[config.mk]
export PLATFORM = sky130hd
export DESIGN_NAME = pc_sequencer
export DESIGN_NICKNAME = d
export VERILOG_FILES = /design/src/rtl/pc_pkg.sv /design/src/rtl/ras_stack.sv /design/src/rtl/pc_sequencer.sv
export SDC_FILE = /design/constraint.sdc
export NUM_CORES = 1
export LEC_CHECK = 0
export CORE_UTILIZATION = 45
export CTS_BUF_LIST = sky130_fd_sc_hd__clkbuf_2 sky130_fd_sc_hd__clkbuf_4 sky130_fd_sc_hd__clkbuf_8
export DETAILED_ROUTE_END_ITERATION = 10
export PLACE_DENSITY_LB_ADDON = 0.3
export SLEW_MARGIN = 20
export SYNTH_ARGS = -nofsm -noshare
export SYNTH_HDL_FRONTEND = slang
export SYNTH_SLANG_ARGS = --single-unit
[constraint.sdc]
create_clock -name clk -period 5.9 [get_ports clk]
set_clock_uncertainty 0.1 [all_clocks]
set_input_delay 0.59 -clock clk [delete_from_list [all_inputs] [get_ports clk]]
set_output_delay 0.59 -clock clk [all_outputs]
set_load 0.1 [all_outputs]
[src/rtl/pc_pkg.sv]
// pc_pkg: shared types and helpers for the program-counter sequencer.
//   pc_src_e   - which source produced the next PC
//   sext_scale - sign-extend a raw offset field and scale it to bytes
package pc_pkg;

   typedef enum logic [2:0] {
      SRC_SEQ,
      SRC_BR,
      SRC_JMP,
      SRC_RET,
      SRC_TRAP
   } pc_src_e;

   localparam int unsigned MAX_W = 64;

   // Sign-extends the low w bits of raw to MAX_W bits, then shifts left by
   // shift. Callers truncate the result to their own address width.
   function automatic logic [MAX_W-1:0] sext_scale(
      input logic [MAX_W-1:0] raw,
      input int unsigned      w,
      input int unsigned      shift
   );
      logic [MAX_W-1:0] v;
      v = raw;
      for (int unsigned i = 0; i < MAX_W; i++) begin
         if (i >= w) v[i] = raw[w-1];
      end
      return v << shift;
   endfunction

endpackage

[src/rtl/ras_stack.sv]
// ras_stack: circular return-address stack with a saturating entry count.
//   clk, rst  - clock, synchronous active-high reset
//   i_push    - write i_data at the pointer and advance (takes priority)
//   i_pop     - retreat the pointer when not empty
//   i_data    - link address to push
//   o_top     - entry just below the pointer (most recent push)
//   o_count   - number of valid entries (saturates at DEPTH)
//   o_empty   - o_count == 0
module ras_stack #(
   parameter int unsigned DEPTH = 4,
   parameter int unsigned W     = 16
) (
   input  logic                     clk,
   input  logic                     rst,
   input  logic                     i_push,
   input  logic                     i_pop,
   input  logic [W-1:0]             i_data,
   output logic [W-1:0]             o_top,
   output logic [$clog2(DEPTH):0]   o_count,
   output logic                     o_empty
);

   localparam int unsigned        PW   = $clog2(DEPTH);
   localparam logic [PW:0]        FULL = (PW+1)'(DEPTH);

   logic [W-1:0]  r_mem [DEPTH];
   logic [PW-1:0] r_ptr;
   logic [PW:0]   r_count;
   logic [PW-1:0] w_top_idx;

   assign w_top_idx = r_ptr - 1'b1;
   assign o_top     = r_mem[w_top_idx];
   assign o_count   = r_count;
   assign o_empty   = (r_count == '0);

   // Storage needs no reset: an entry is only read once count says it is valid.
   always_ff @(posedge clk) begin
      if (i_push) r_mem[r_ptr] <= i_data;
   end

   // Pointer wraps naturally since DEPTH is a power of two; a push when full
   // overwrites the oldest entry and leaves the count pinned at DEPTH.
   always_ff @(posedge clk) begin
      if (rst) begin
         r_ptr   <= '0;
         r_count <= '0;
      end else if (i_push) begin
         r_ptr <= r_ptr + 1'b1;
         if (r_count != FULL) r_count <= r_count + 1'b1;
      end else if (i_pop && !o_empty) begin
         r_ptr   <= r_ptr - 1'b1;
         r_count <= r_count - 1'b1;
      end
   end

endmodule

[src/rtl/pc_sequencer.sv]
// pc_sequencer: registered program counter with next-PC selection.
//   clk, rst          - clock, synchronous active-high reset
//   stall             - hold PC and RAS (overridden by trap)
//   trap              - redirect to TRAP_VEC
//   jump / call       - PC-relative jump; call also pushes the link address
//   ret               - return to the RAS top (falls through when empty)
//   branch, branch_ne - conditional branch, NE when branch_ne else EQ
//   alu_zero          - ALU zero flag used by the branch condition
//   imm, jmp_off      - raw branch immediate / jump offset (in instructions)
//   pc, pc_next       - current PC (registered), next-PC candidate (comb)
//   redirect          - pulse: previous update took a non-sequential path
//   ras_count         - valid RAS entries
//   ras_underflow     - pulse: ret was taken with an empty RAS
module pc_sequencer
   import pc_pkg::*;
#(
   parameter int unsigned      XLEN        = 16,
   parameter int unsigned      INSTR_BYTES = 2,
   parameter int unsigned      IMM_W       = 16,
   parameter int unsigned      JOFF_W      = 12,
   parameter int unsigned      RAS_DEPTH   = 4,
   parameter logic [XLEN-1:0]  RESET_VEC   = 16'h0000,
   parameter logic [XLEN-1:0]  TRAP_VEC    = 16'h0004
) (
   input  logic                          clk,
   input  logic                          rst,
   input  logic                          stall,
   input  logic                          trap,
   input  logic                          jump,
   input  logic                          call,
   input  logic                          ret,
   input  logic                          branch,
   input  logic                          branch_ne,
   input  logic                          alu_zero,
   input  logic [IMM_W-1:0]              imm,
   input  logic [JOFF_W-1:0]             jmp_off,
   output logic [XLEN-1:0]               pc,
   output logic [XLEN-1:0]               pc_next,
   output logic                          redirect,
   output logic [$clog2(RAS_DEPTH):0]    ras_count,
   output logic                          ras_underflow
);

   localparam int unsigned SHIFT = $clog2(INSTR_BYTES);

   logic [XLEN-1:0] r_pc;
   logic            r_redirect;
   logic            r_underflow;

   logic [XLEN-1:0] w_seq;
   logic [XLEN-1:0] w_br_tgt;
   logic [XLEN-1:0] w_j_tgt;
   logic [XLEN-1:0] w_ras_top;
   logic            w_ras_empty;
   logic            w_taken;
   logic            w_update;
   logic            w_ras_op;
   logic            w_push;
   logic            w_pop;
   logic            w_ret_empty;
   pc_src_e         w_src;
   logic [XLEN-1:0] w_next;

   assign w_seq    = r_pc + XLEN'(INSTR_BYTES);
   assign w_br_tgt = w_seq + XLEN'(sext_scale(MAX_W'(imm), IMM_W, SHIFT));
   assign w_j_tgt  = w_seq + XLEN'(sext_scale(MAX_W'(jmp_off), JOFF_W, SHIFT));
   assign w_taken  = branch & (branch_ne ? ~alu_zero : alu_zero);

   always_comb begin
      w_src       = SRC_SEQ;
      w_next      = w_seq;
      w_ret_empty = 1'b0;
      if (trap) begin
         w_src  = SRC_TRAP;
         w_next = TRAP_VEC;
      end else if (call || jump) begin
         w_src  = SRC_JMP;
         w_next = w_j_tgt;
      end else if (ret) begin
         if (!w_ras_empty) begin
            w_src  = SRC_RET;
            w_next = w_ras_top;
         end else begin
            w_ret_empty = 1'b1;
         end
      end else if (w_taken) begin
         w_src  = SRC_BR;
         w_next = w_br_tgt;
      end
   end

   // Trap overrides stall for the PC, but the RAS only moves on a plain edge.
   assign w_update = ~stall | trap;
   assign w_ras_op = ~stall & ~trap;
   assign w_push   = w_ras_op & call;
   assign w_pop    = w_ras_op & (w_src == SRC_RET);

   ras_stack #(
      .DEPTH (RAS_DEPTH),
      .W     (XLEN)
   ) u_ras (
      .clk     (clk),
      .rst     (rst),
      .i_push  (w_push),
      .i_pop   (w_pop),
      .i_data  (w_seq),
      .o_top   (w_ras_top),
      .o_count (ras_count),
      .o_empty (w_ras_empty)
   );

   always_ff @(posedge clk) begin
      if (rst) begin
         r_pc        <= RESET_VEC;
         r_redirect  <= 1'b0;
         r_underflow <= 1'b0;
      end else begin
         r_underflow <= w_ras_op & w_ret_empty;
         if (w_update) begin
            r_pc       <= w_next;
            r_redirect <= (w_src != SRC_SEQ);
         end else begin
            r_redirect <= 1'b0;
         end
      end
   end

   assign pc            = r_pc;
   assign pc_next       = w_next;
   assign redirect      = r_redirect;
   assign ras_underflow = r_underflow;

endmodule

==> out/metrics.yaml <==
cts_htree_levels: 3
grtUsageTotal_pct: 23.9
tritoncts: "yes"
finish.instance_area_um2: 6390
syn_inst: 492
place_area_um2: 6190
min_from: "pc[6]"
tns_ps: 0
std_cell_rows: 39
setup.worst_path.end_class: "output port"
die_area_um2: 12300
nets: 639
worst-slew-pin-transition_ps: 1040
grt_pass1_vias: 4125
hold_viol_final: 0
postLayoutCoreUtil_pct: 55.5
post_synth.cell_area_avg_um2: 10.9
routedWlPerCell_um: 20.3
regToRegStartpoint: "pc[1]"
timing.fmax_mhz: 199
grt_pass1_wl_um: 22200
ys_seq_area_share_pct: 44.6
die_h_um: 111
yosysTopAreaCellShare_pct: 36.0
ant_nets: 0
wirelength_um: 14500
clk_latency_ps: 350
drt-initial-drc-count: 358
period_share_pct: 85.2
start_util_pct: 46.4
vias: 4339
cp-startpoint: "pc[1]"
powerDensity_nw_per_um2: 250
p_leak_nw: 2.40
cts_hold_buf: 0
die_w_um: 111
synth.net_count: 567
cts_root_buffer: "clkbuf_8"
yosysWarnings: 0
postCtsSetupRepairBufs: 0
drive_above_1_share_pct: 10.4
grt_max_degree: 22
synth_area_leaders: "edfxtp_1 36%, dfxtp_1 8.6%, ha_1 8.0%"
finalSetupViolations: 0
min_path_type: "reg -> reg"
gp_congestion: 0.939
fin_crit_ps: 5030
syn_area_um2: 5340
startpoint_type: "flop"
drv_cap: 0
synth_cell_types: 61
slew_headroom_pct: 30.3
drc: 0
cp_max_fo: 8
drt_pass1_iterations: 5
synth_seq_cells: 87
dp_hpwl_um: 10900
yosys.area.top_type: "edfxtp_1"
n_antenna_cell: 0
status: "finished, final reports clean"
cts.sinks: 87
antenna_found_initial: 0
cts_resized: 0
crit_arrival_ps: 4340
io_pins: 75
area_growth_pct: 19.6
clkTransAtPathRegs_ps: 90
vias_per_cell: 6.09
synth_edf_count: 64
ir_drop_uv: 128
ys.flop_type: "edfxtp_1"
core-area_um2: 11500
crit_required_ps: 5210
slew_violations: 0
rsz0062_at_grt: "no"
clk_path_buf_depth: 2
async_flop_share_pct: 0
grt-ovfl-total: 0
path_class: "reg -> out"
numPortBuffers: 73
cts_buffers: 9
==> worst max-delay path, cell delays in order (launching register included) <==
cell and delay (ps):
dfxtp_1 450, ha_1 350, nand3_4 130, nor2_1 130, xor2_1 830, ha_1 480, nand3_1 160, nor2_1 60
o21ai_0 140, o311ai_1 130, xnor2_1 330, nand3b_1 160, nand4_1 170, o21ai_1 150, buf_4 320
==> cells by family after synthesis <==
family / after synthesis / share of synthesized area [%]
adders and majority gates: 37 / 9.09
xor gates and xnor gates: 39 / 6.54
and+or+nand+nor: 149 / 13.4
buffers and inverters: 31 / 2.39
DFF: 87 / 44.6
muxes: 20 / 7.50
AOI/OAI and AO/OA: 129 / 16.5
==> state kept, by name, indices dropped and copies added (netlist names) <==
signal,flops
ras_underflow,1
u_ras.r_ptr,2
u_ras.r_mem,64
u_ras.o_count,3
pc,16
redirect,1
==> synth_stat cells (5+ instances only) <==
cell type / number
xnor2_1: 20
inv_1: 13
o21ai_1: 6
mux4_2: 16
o22ai_1: 11
nor3_1: 8
a21oi_1: 30
xor2_1: 18
o221ai_1: 6
a21o_1: 8
dfxtp_1: 23
nand4_1: 5
ha_1: 34
a31oi_1: 6
o21a_1: 5
a32o_1: 5
nor2_1: 57
nand2_1: 38
and3_1: 8
buf_2: 6
o21ai_0: 18
edfxtp_1: 64
clkbuf_1: 11
a211oi_1: 9
nand3_1: 10
==> power by group <==
| part | internal (mW) | switching [mW] |
|---|---|---|
| sequential | 0.669 | 0.0119 |
| combinational | 0.157 | 0.334 |
| clock | 0.204 | 0.219 |
==> final timing paths <==
path | end | slack (ps) | cells after the start
worst max-delay path | pc_next[15] | 870 | 14
worst min register to register | pc[6] | 430 | 2
worst min-delay path | pc[6] | 430 | 2
worst max register to register | pc[10] | 1890 | 11
==> layout make-up <==
class,count,area (µm²)
clock inverter,6,67.6
tap,143,179
timing repair buffer,79,746
sequential,87,2380
multi-input combinational,374,2830
inverter,13,48.8
fill,1005,5130
clock buffer,10,131
==> routing by layer <==
metal | GRT usage, % | vias up | wire [µm]
li1 | - | 2020 | -
met2 | 39.5 | 163 | 7010
met1 | 31.6 | 2119 | 6200
met3 | 3.72 | 37 | 860
met5 | 0 | - | 0
met4 | 9.41 | 0 | 421
==> per-stage QoR <==
stage,hold slack (ps),instances,setup WS [ps],power [mW]
6_report,427,712,875,1.59
5_1_grt,459,712,692,1.66
4_1_cts,430,712,984,1.60
3_5_place_dp,415,696,1400,1.18
3_3_place_gp,397,696,1460,1.17
2_1_floorplan,398,492,114,1.05
==> cell usage in the layout (no fill, tap or decap), drive strengths merged, types with 4 or more instances in the layout <==
master	Yosys	layout
xnor2	20	20
o21ai	24	24
nor2	57	57
nand4	5	5
clkdlybuf4s50	0	61
o21a	5	5
a211oi	10	10
dfxtp	23	23
mux2i	4	4
mux4	16	16
ha	34	34
a21oi	30	30
and2	4	4
a31oi	7	7
edfxtp	64	64
xor2	19	19
and3	8	8
o221ai	6	6
o22ai	11	11
nand3	11	11
nor3	9	9
clkbuf	11	10
buf	7	18
a32o	5	5
a21o	8	8
o21bai	4	4
nand2	38	38
inv	13	17
Power figures use the tool's default switching activity.
